[config.mk]
export PLATFORM = sky130hd
export DESIGN_NAME = pool_relu_2x2_10lane_flat
export DESIGN_NICKNAME = d
export VERILOG_FILES = /design/src/rtl/pool_relu_2x2_10lane_if.sv /design/src/rtl/pool_relu_2x2_10lane.sv /design/src/flat_wrapper.sv
export SDC_FILE = /design/constraint.sdc
export NUM_CORES = 1
export LEC_CHECK = 0
export ABC_CLOCK_PERIOD_IN_PS = 9950
export BUFFER_PORTS_ARGS = -buffer_cell sky130_fd_sc_hd__buf_2
export CAP_MARGIN = 25
export CORE_ASPECT_RATIO = 1.1
export CORE_MARGIN = 5
export CORE_UTILIZATION = 43
export CTS_CLUSTER_DIAMETER = 120
export DETAILED_ROUTE_END_ITERATION = 10
export PLACE_DENSITY = 0.72
export SYNTH_ARGS = -nofsm -noshare
export SYNTH_HDL_FRONTEND = slang
export SYNTH_SLANG_ARGS = --single-unit
[constraint.sdc]
create_clock -name clk -period 9.95 [get_ports clk]
set_input_delay 0.4975 -clock clk [delete_from_list [all_inputs] [get_ports clk]]
set_output_delay 0.4975 -clock clk [all_outputs]
set_load 0.03 [all_outputs]
[src/rtl/pool_relu_2x2_10lane_if.sv]
// Row-stream handshake bundle for the 2x2 ReLU/max-pool stage.
// The slave modport is the pooling block; the master modport is its environment.
interface pool_relu_2x2_10lane_if #(
  parameter int LANES = 10,
  parameter int DW    = 20
);
  logic                      in_valid;
  logic                      in_ready;
  logic [LANES*DW-1:0]       in_data;
  logic                      out_valid;
  logic                      out_ready;
  logic [(LANES/2)*DW-1:0]   out_data;
  logic                      out_last;

  modport slave (
    input  in_valid, in_data, out_ready,
    output in_ready, out_valid, out_data, out_last
  );

  modport master (
    output in_valid, in_data, out_ready,
    input  in_ready, out_valid, out_data, out_last
  );
endinterface

[src/rtl/pool_relu_2x2_10lane.sv]
// Optional ReLU followed by 2x2 max pooling over pairs of conv rows; one pooled row per pair.
// Macro POOL_RELU_EN: when defined, negative lanes clamp to 0 before pooling.
module pool_relu_2x2_10lane #(
  parameter int LANES = 10,
  parameter int DW    = 20,
  parameter int ROWS  = 10
) (
  input  logic                   clk,
  input  logic                   rst,
  pool_relu_2x2_10lane_if.slave  bus
);

  localparam int PAIRS = ROWS / 2;
  localparam int CW    = (PAIRS > 1) ? $clog2(PAIRS) : 1;
  localparam int OLANES = LANES / 2;

  typedef enum logic [0:0] {
    S_EVEN = 1'b0,
    S_ODD  = 1'b1
  } state_t;

  state_t                  r_state;
  logic [LANES*DW-1:0]     r_row_buf;
  logic [OLANES*DW-1:0]    r_out_data;
  logic                    r_out_valid;
  logic                    r_out_last;
  logic [CW-1:0]           r_pair_cnt;

  logic [LANES*DW-1:0]     w_act;
  logic [OLANES*DW-1:0]    w_pool;
  logic                    w_in_ready;
  logic                    w_in_xfer;
  logic                    w_out_xfer;
  logic                    w_load;

  function automatic logic [DW-1:0] act_fn(input logic [DW-1:0] x);
`ifdef POOL_RELU_EN
    act_fn = x[DW-1] ? {DW{1'b0}} : x;
`else
    act_fn = x;
`endif
  endfunction

  function automatic logic [DW-1:0] smax(input logic [DW-1:0] a, input logic [DW-1:0] b);
    smax = ($signed(a) > $signed(b)) ? a : b;
  endfunction

  // Lanewise activation of the incoming row and the four-way pooled result.
  always_comb begin
    w_act  = '0;
    w_pool = '0;
    for (int i = 0; i < LANES; i++) begin
      w_act[i*DW +: DW] = act_fn(bus.in_data[i*DW +: DW]);
    end
    for (int j = 0; j < OLANES; j++) begin
      w_pool[j*DW +: DW] = smax(smax(r_row_buf[(2*j)*DW +: DW], r_row_buf[(2*j+1)*DW +: DW]),
                                smax(w_act[(2*j)*DW +: DW], w_act[(2*j+1)*DW +: DW]));
    end
  end

  // Only the second row of a pair needs room in the output register.
  always_comb begin
    w_in_ready = 1'b1;
    if (r_state == S_ODD) begin
      w_in_ready = ~r_out_valid | bus.out_ready;
    end else begin
      w_in_ready = 1'b1;
    end
    w_in_xfer  = bus.in_valid & w_in_ready;
    w_out_xfer = r_out_valid & bus.out_ready;
    w_load     = w_in_xfer & (r_state == S_ODD);
  end

  // Pair FSM, row buffer, pooled output register and frame pair counter.
  always_ff @(posedge clk or posedge rst) begin
    if (rst) begin
      r_state     <= S_EVEN;
      r_row_buf   <= '0;
      r_out_data  <= '0;
      r_out_valid <= 1'b0;
      r_out_last  <= 1'b0;
      r_pair_cnt  <= '0;
    end else begin
      case (r_state)
        S_EVEN: begin
          if (w_in_xfer) begin
            r_row_buf <= w_act;
            r_state   <= S_ODD;
          end
        end
        S_ODD: begin
          if (w_in_xfer) begin
            r_state <= S_EVEN;
          end
        end
        default: r_state <= S_EVEN;
      endcase

      // A load in the same cycle as a drain keeps out_valid high with fresh data.
      if (w_load) begin
        r_out_data  <= w_pool;
        r_out_valid <= 1'b1;
        r_out_last  <= (r_pair_cnt == CW'(PAIRS - 1));
        r_pair_cnt  <= (r_pair_cnt == CW'(PAIRS - 1)) ? '0 : r_pair_cnt + CW'(1);
      end else if (w_out_xfer) begin
        r_out_valid <= 1'b0;
      end
    end
  end

  assign bus.in_ready  = w_in_ready;
  assign bus.out_valid = r_out_valid;
  assign bus.out_data  = r_out_data;
  assign bus.out_last  = r_out_last;

endmodule
[src/flat_wrapper.sv]
// flat-port wrapper written by rule: the top's interface ports become plain ports
module pool_relu_2x2_10lane_flat 
#(
  parameter int LANES = 10,
  parameter int DW    = 20,
  parameter int ROWS  = 10
)
  (clk, rst, bus_in_valid, bus_in_data, bus_out_ready, bus_in_ready, bus_out_valid, bus_out_data, bus_out_last);
  pool_relu_2x2_10lane_if #(.LANES(LANES), .DW(DW)) bus_i ();
  input  logic clk;
  input  logic rst;
  input wire logic [$bits(bus_i.in_valid)-1:0] bus_in_valid;
  input wire logic [$bits(bus_i.in_data)-1:0] bus_in_data;
  input wire logic [$bits(bus_i.out_ready)-1:0] bus_out_ready;
  output wire logic [$bits(bus_i.in_ready)-1:0] bus_in_ready;
  output wire logic [$bits(bus_i.out_valid)-1:0] bus_out_valid;
  output wire logic [$bits(bus_i.out_data)-1:0] bus_out_data;
  output wire logic [$bits(bus_i.out_last)-1:0] bus_out_last;
  assign bus_i.in_valid = bus_in_valid;
  assign bus_i.in_data = bus_in_data;
  assign bus_i.out_ready = bus_out_ready;
  assign bus_in_ready = bus_i.in_ready;
  assign bus_out_valid = bus_i.out_valid;
  assign bus_out_data = bus_i.out_data;
  assign bus_out_last = bus_i.out_last;
  pool_relu_2x2_10lane #(.LANES(LANES), .DW(DW), .ROWS(ROWS)) u_core (.clk(clk), .rst(rst), .bus(bus_i));
endmodule
After elaboration in Yosys (flattened, before gate mapping)
Cells that the tools add are included.

$add $sub $neg: 1. Magnitude comparators: 15. Eq/ne operators: 1. Muxes and demuxes: 22. Bitwise logic cells: 6. Reduce and logical (&&, ||, !) cells: 2.

Operators by type and width (number): $gt 20x20->1 (15); $mux 20 (15); $mux 1 (5); $add 3x1->3 const B (1); $and 1x1->1 (3); $eq 3x3->1 const B (1); $mux 3 (1); $not 1->1 (2); $pmux 1 s2 (1); $reduce_and 2->1 (1); $reduce_bool 2->1 (1); $or 1x1->1 (1).

Register bits: 306. Output and inout port bits: 103. Logic and storage cells: 53.

Longest topological paths before layout
Word-level depth: 6. Gate-level depth with buffers: 22.

Least setup slack after synthesis
No wires, ideal clock.

Path kind: input to register. Start point: input bus_in_data[75]. End point: register u_core.r_out_data[20] (netlist: u_core.bus.out_data[20]). Setup time: 0.086 ns. Arrival time: 4.541 ns. Required time: 9.864 ns. Path slack: 5.323 ns. Stages on the path: 20. Path buffers: 2. Path through: inv_1 ha_1 nand4_1 or4_1 a21oi_1 a211o_1 o21ai_0 a21oi_1 buf_4 mux2i_1 ha_1 nor2b_4 o211ai_2 a21oi_1 o31a_1 or4_4 mux2_4 or2_4 buf_6 o221ai_2.

Word-level cells in the longest chain between the ends: 4.

RTL lines: start, declared (RTL line flat_wrapper.sv:13) `input wire logic [$bits(bus_i.in_data)-1:0] bus_in_data;`; $gt 20x20->1 (RTL line pool_relu_2x2_10lane.sv:45) `smax = ($signed(a) > $signed(b)) ? a : b;`; $mux 20 (*) (RTL line pool_relu_2x2_10lane.sv:45); $gt 20x20->1 (RTL line pool_relu_2x2_10lane.sv:45); $mux 20 (*) (RTL line pool_relu_2x2_10lane.sv:45); end signal, assigned (RTL line pool_relu_2x2_10lane.sv:101) `r_out_data <= w_pool;`; end, declared (RTL line pool_relu_2x2_10lane.sv:24) `logic [OLANES*DW-1:0] r_out_data;`.

Every way passes the cells marked *; elsewhere a longest branch is shown, timed or not. A chain may end at the register's enable or synchronous reset.

Worst setup path in the final report
Start point: register u_core.r_row_buf[18]. End point: register u_core.r_out_data[4] (netlist: u_core.bus.out_data[4]).

Word-level cells in the longest chain between the ends: 4.

RTL lines: start, declared (RTL line pool_relu_2x2_10lane.sv:23) `logic [LANES*DW-1:0] r_row_buf;`; start signal, assigned (RTL line pool_relu_2x2_10lane.sv:87) `r_row_buf <= w_act;`; $gt 20x20->1 (RTL line pool_relu_2x2_10lane.sv:45); $mux 20 (*) (RTL line pool_relu_2x2_10lane.sv:45); $gt 20x20->1 (RTL line pool_relu_2x2_10lane.sv:45); $mux 20 (*) (RTL line pool_relu_2x2_10lane.sv:45).

Marks and branches as above.

==> out/qor.txt <==
Vias in the first global route -> 18900
Fin. Hold Viols -> 0
Critical-path cell list -> ha_1 -> nand4_1 -> or4_1 -> a21oi_1 -> nor3b_1 -> xnor2_1 -> or2_1 -> buf_4 -> mux2i_1 -> inv_1 -> ha_1 -> and3_1 -> and3b_1 -> o311ai_0 -> a31oi_1 -> nor3_1 -> nand2b_1 -> o221ai_1
Seq cells post-synth -> 306
Post_cts resized -> 0
Count of boundary I/O pins -> 307
Syn avg cell area -> 9.59 um^2
Dpl cells -> 3114
Ratio of cells with drive above 1 in the final layout -> 20.9%
Total negative setup slack -> 0 ns
Most frequent cells in the layout -> 316 x inv_1, 306 x buf_2, 306 x dfrtp_1, 303 x ha_1, 271 x nand2_1
Max cap viols -> 0
I/O Buffers -> 306
Synth async-reset ratio -> 100%
CP arrival -> 6.28 ns
Most common cell after layout, fill and taps aside -> inv_1
Later-pin clock latency in the skew report -> 0.54 ns
Die Span X -> 222 um
HP Class -> in2async
Antenna violations before repair -> 22
CTS buffer count -> 38
Yosys cell types -> 62
First-pass DRT Iterations -> 5
Cell row count -> 85
CP Max Fanout -> 20
CTS clk-pin slew, worst paths -> 0.06 ns
DRC violations left -> 0
Worst stage delay on the critical path -> 0.82 ns
Die area -> 54200 um^2
CP Capture Type -> register
Synth Cell Area -> 21300 um^2
Cell mode on critical path -> ha_1
Placeable core region -> 49000 um^2
Worst-Margin Slew -> 1.05 ns
Post-CTS Setup Repair Bufs -> 0
Clock Skew -> 0.0199 ns
Outcome -> completed
Iteration-0 DRC Markers -> 994
Clk root buf -> clkbuf_16
Setup-failing EPs final -> 0
Fin crit share -> 59.6%
Placer congestion estimate -> 0.918
Htree depth -> 2
Clk buf depth -> 3
Routed wire length -> 61600 um
Cts hold-fix bufs -> 0
Wire length per cell -> 19.3 um
Dpl hpwl -> 46500 um
Remaining Overflow, GRT -> 0
Main synth FF type -> dfrtp_1
RSZ-0062 raised after global routing -> false
Minimum clock period -> 5.93 ns
Syn Inst Count -> 2224
Fin nets -> 3011
First-pass GRT wire length -> 99000 um
Slowest CP cell -> nand2b_1
Synth Net Count -> 2732
Fin cells -> 3193
# clock sinks -> 306
Slew margin rel. -> 28.4%
Pleak -> 12.8 nW
R2R setup slack -> 4.02 ns
Vias per cell -> 5.62
Count of yosys warnings during synthesis -> 0
Area growth syn-to-layout -> 16.4%
F_max -> 169 MHz
Number of synthesized flops with an enable pin -> 0
Pins Over Slew Limit -> 0
Total GRT Usage -> 22.1%
Worst VDD drop -> 0.261 mV
Antenna Nets Post-Route -> 0
CP Launch Type -> register
Total number of vias -> 18000
Critical Path RT -> 10.31 ns
CTS tree -> built
WS Path Type -> reg2reg
Sequential share of the synthesized area -> 35.9%
Die height -> 244 um
PwrDens -> 404 nW/um^2
Initial Util -> 43.5%
Largest net degree at the start of global routing -> 95
==> cell type report <==
class | count | area [um^2]
Fill cell | 4432 | 24200
Multi-Input combinational cell | 1514 | 12100
Sequential cell | 306 | 7660
Timing Repair Buffer | 325 | 1710
Inverter | 318 | 1200
Clock buffer | 54 | 1120
Tap cell | 652 | 816
Clock inverter | 15 | 160
Antenna cell | 9 | 22.5
==> state kept, by name, summed over array words and instances, names as in the netlist <==
name                  count
u_core.bus.out_valid      1
u_core.r_state            1
u_core.r_pair_cnt         3
u_core.r_row_buf        200
u_core.bus.out_last       1
u_core.bus.out_data     100
==> critical path: cells and delay by family, from the launching register on <==
kind	cells	cell delay, ns
multiplexers	1	0.28
AO/OA/AOI/OAI	4	0.99
adder cells (fa/ha/maj)	2	0.69
buffers and inverters	2	0.44
XOR/XNOR	1	0.17
AND/OR/NAND/NOR	8	2.78
flip-flops	1	0.40
==> layer usage <==
layer / track usage (%) / up-vias / part of all wire, %
li1: - / 8491 / -
met1: 26.8 / 8677 / 40
met2: 38.3 / 588 / 48
met3: 6.24 / 172 / 8.0
met4: 7.03 / 24 / 3.3
met5: 0 / - / 0.23
==> cells by family after synthesis <==
kind of cell	Yosys count	synth area share, %
DFF	306	35.9
xor gates and xnor gates	3	0.123
adders and majority gates	304	17.8
AOI/OAI and AO/OA	451	14.0
and+or+nand+nor	454	9.91
buffers and inverters	404	7.51
muxes	302	14.8
==> worst paths after layout <==
kind / depth (start not counted) / start / end
max in group asynchronous: 5 / rst / u_core.r_row_buf[166]$_DFFE_PP0P_
setup / recovery: 18 / u_core.r_row_buf[18]$_DFFE_PP0P_ / u_core.bus.out_data[4]$_DFFE_PP0P_
setup reg to reg: 18 / u_core.r_row_buf[18]$_DFFE_PP0P_ / u_core.bus.out_data[4]$_DFFE_PP0P_
min in group clk: 2 / bus_out_ready / u_core.bus.out_valid$_DFFE_PP0P_
hold reg to reg: 2 / u_core.bus.out_data[85]$_DFFE_PP0P_ / u_core.bus.out_data[85]$_DFFE_PP0P_
hold / removal: 2 / rst / u_core.r_row_buf[61]$_DFFE_PP0P_
==> report_power, final <==
group | internal [mW] | switching (mW) | total (mW)
combinational | 2.52 | 3.77 | 6.30
clock | 0.864 | 0.565 | 1.43
sequential | 1.88 | 0.416 | 2.29
==> per-stage QoR <==
stage	total power [mW]	instance area, um^2	hold slack [ns]	util (%)	setup slack [ns]
after floorplan	6.90	21300	0.479	-	0.993
after global placement	8.32	23500	0.475	47.9	3.81
after detailed placement	8.53	23500	0.475	47.9	3.81
after CTS	10.1	24800	0.0640	50.6	4.07
after global routing	10.9	24800	0.117	50.6	3.59
final	10.0	24800	0.0723	50.6	4.02
==> cells in the mapped netlist (11+ instances only) <==
master / count / area (um^2)
dfrtp_1: 306 / 7660
inv_1: 318 / 1190
nor2b_1: 11 / 68.8
nand2_1: 271 / 1020
mux2_2: 100 / 1130
ha_1: 304 / 3800
a21o_1: 13 / 97.6
nor3_1: 13 / 65.1
mux2i_1: 201 / 2010
o221ai_2: 20 / 300
nand3_1: 25 / 125
nor2_1: 24 / 90.1
nand4_1: 58 / 363
o221ai_1: 80 / 701
a21oi_1: 121 / 606
o21ai_0: 147 / 736
buf_2: 12 / 60.1
clkbuf_1: 59 / 221
No activity file was read; power rests on OpenSTA's default activity.
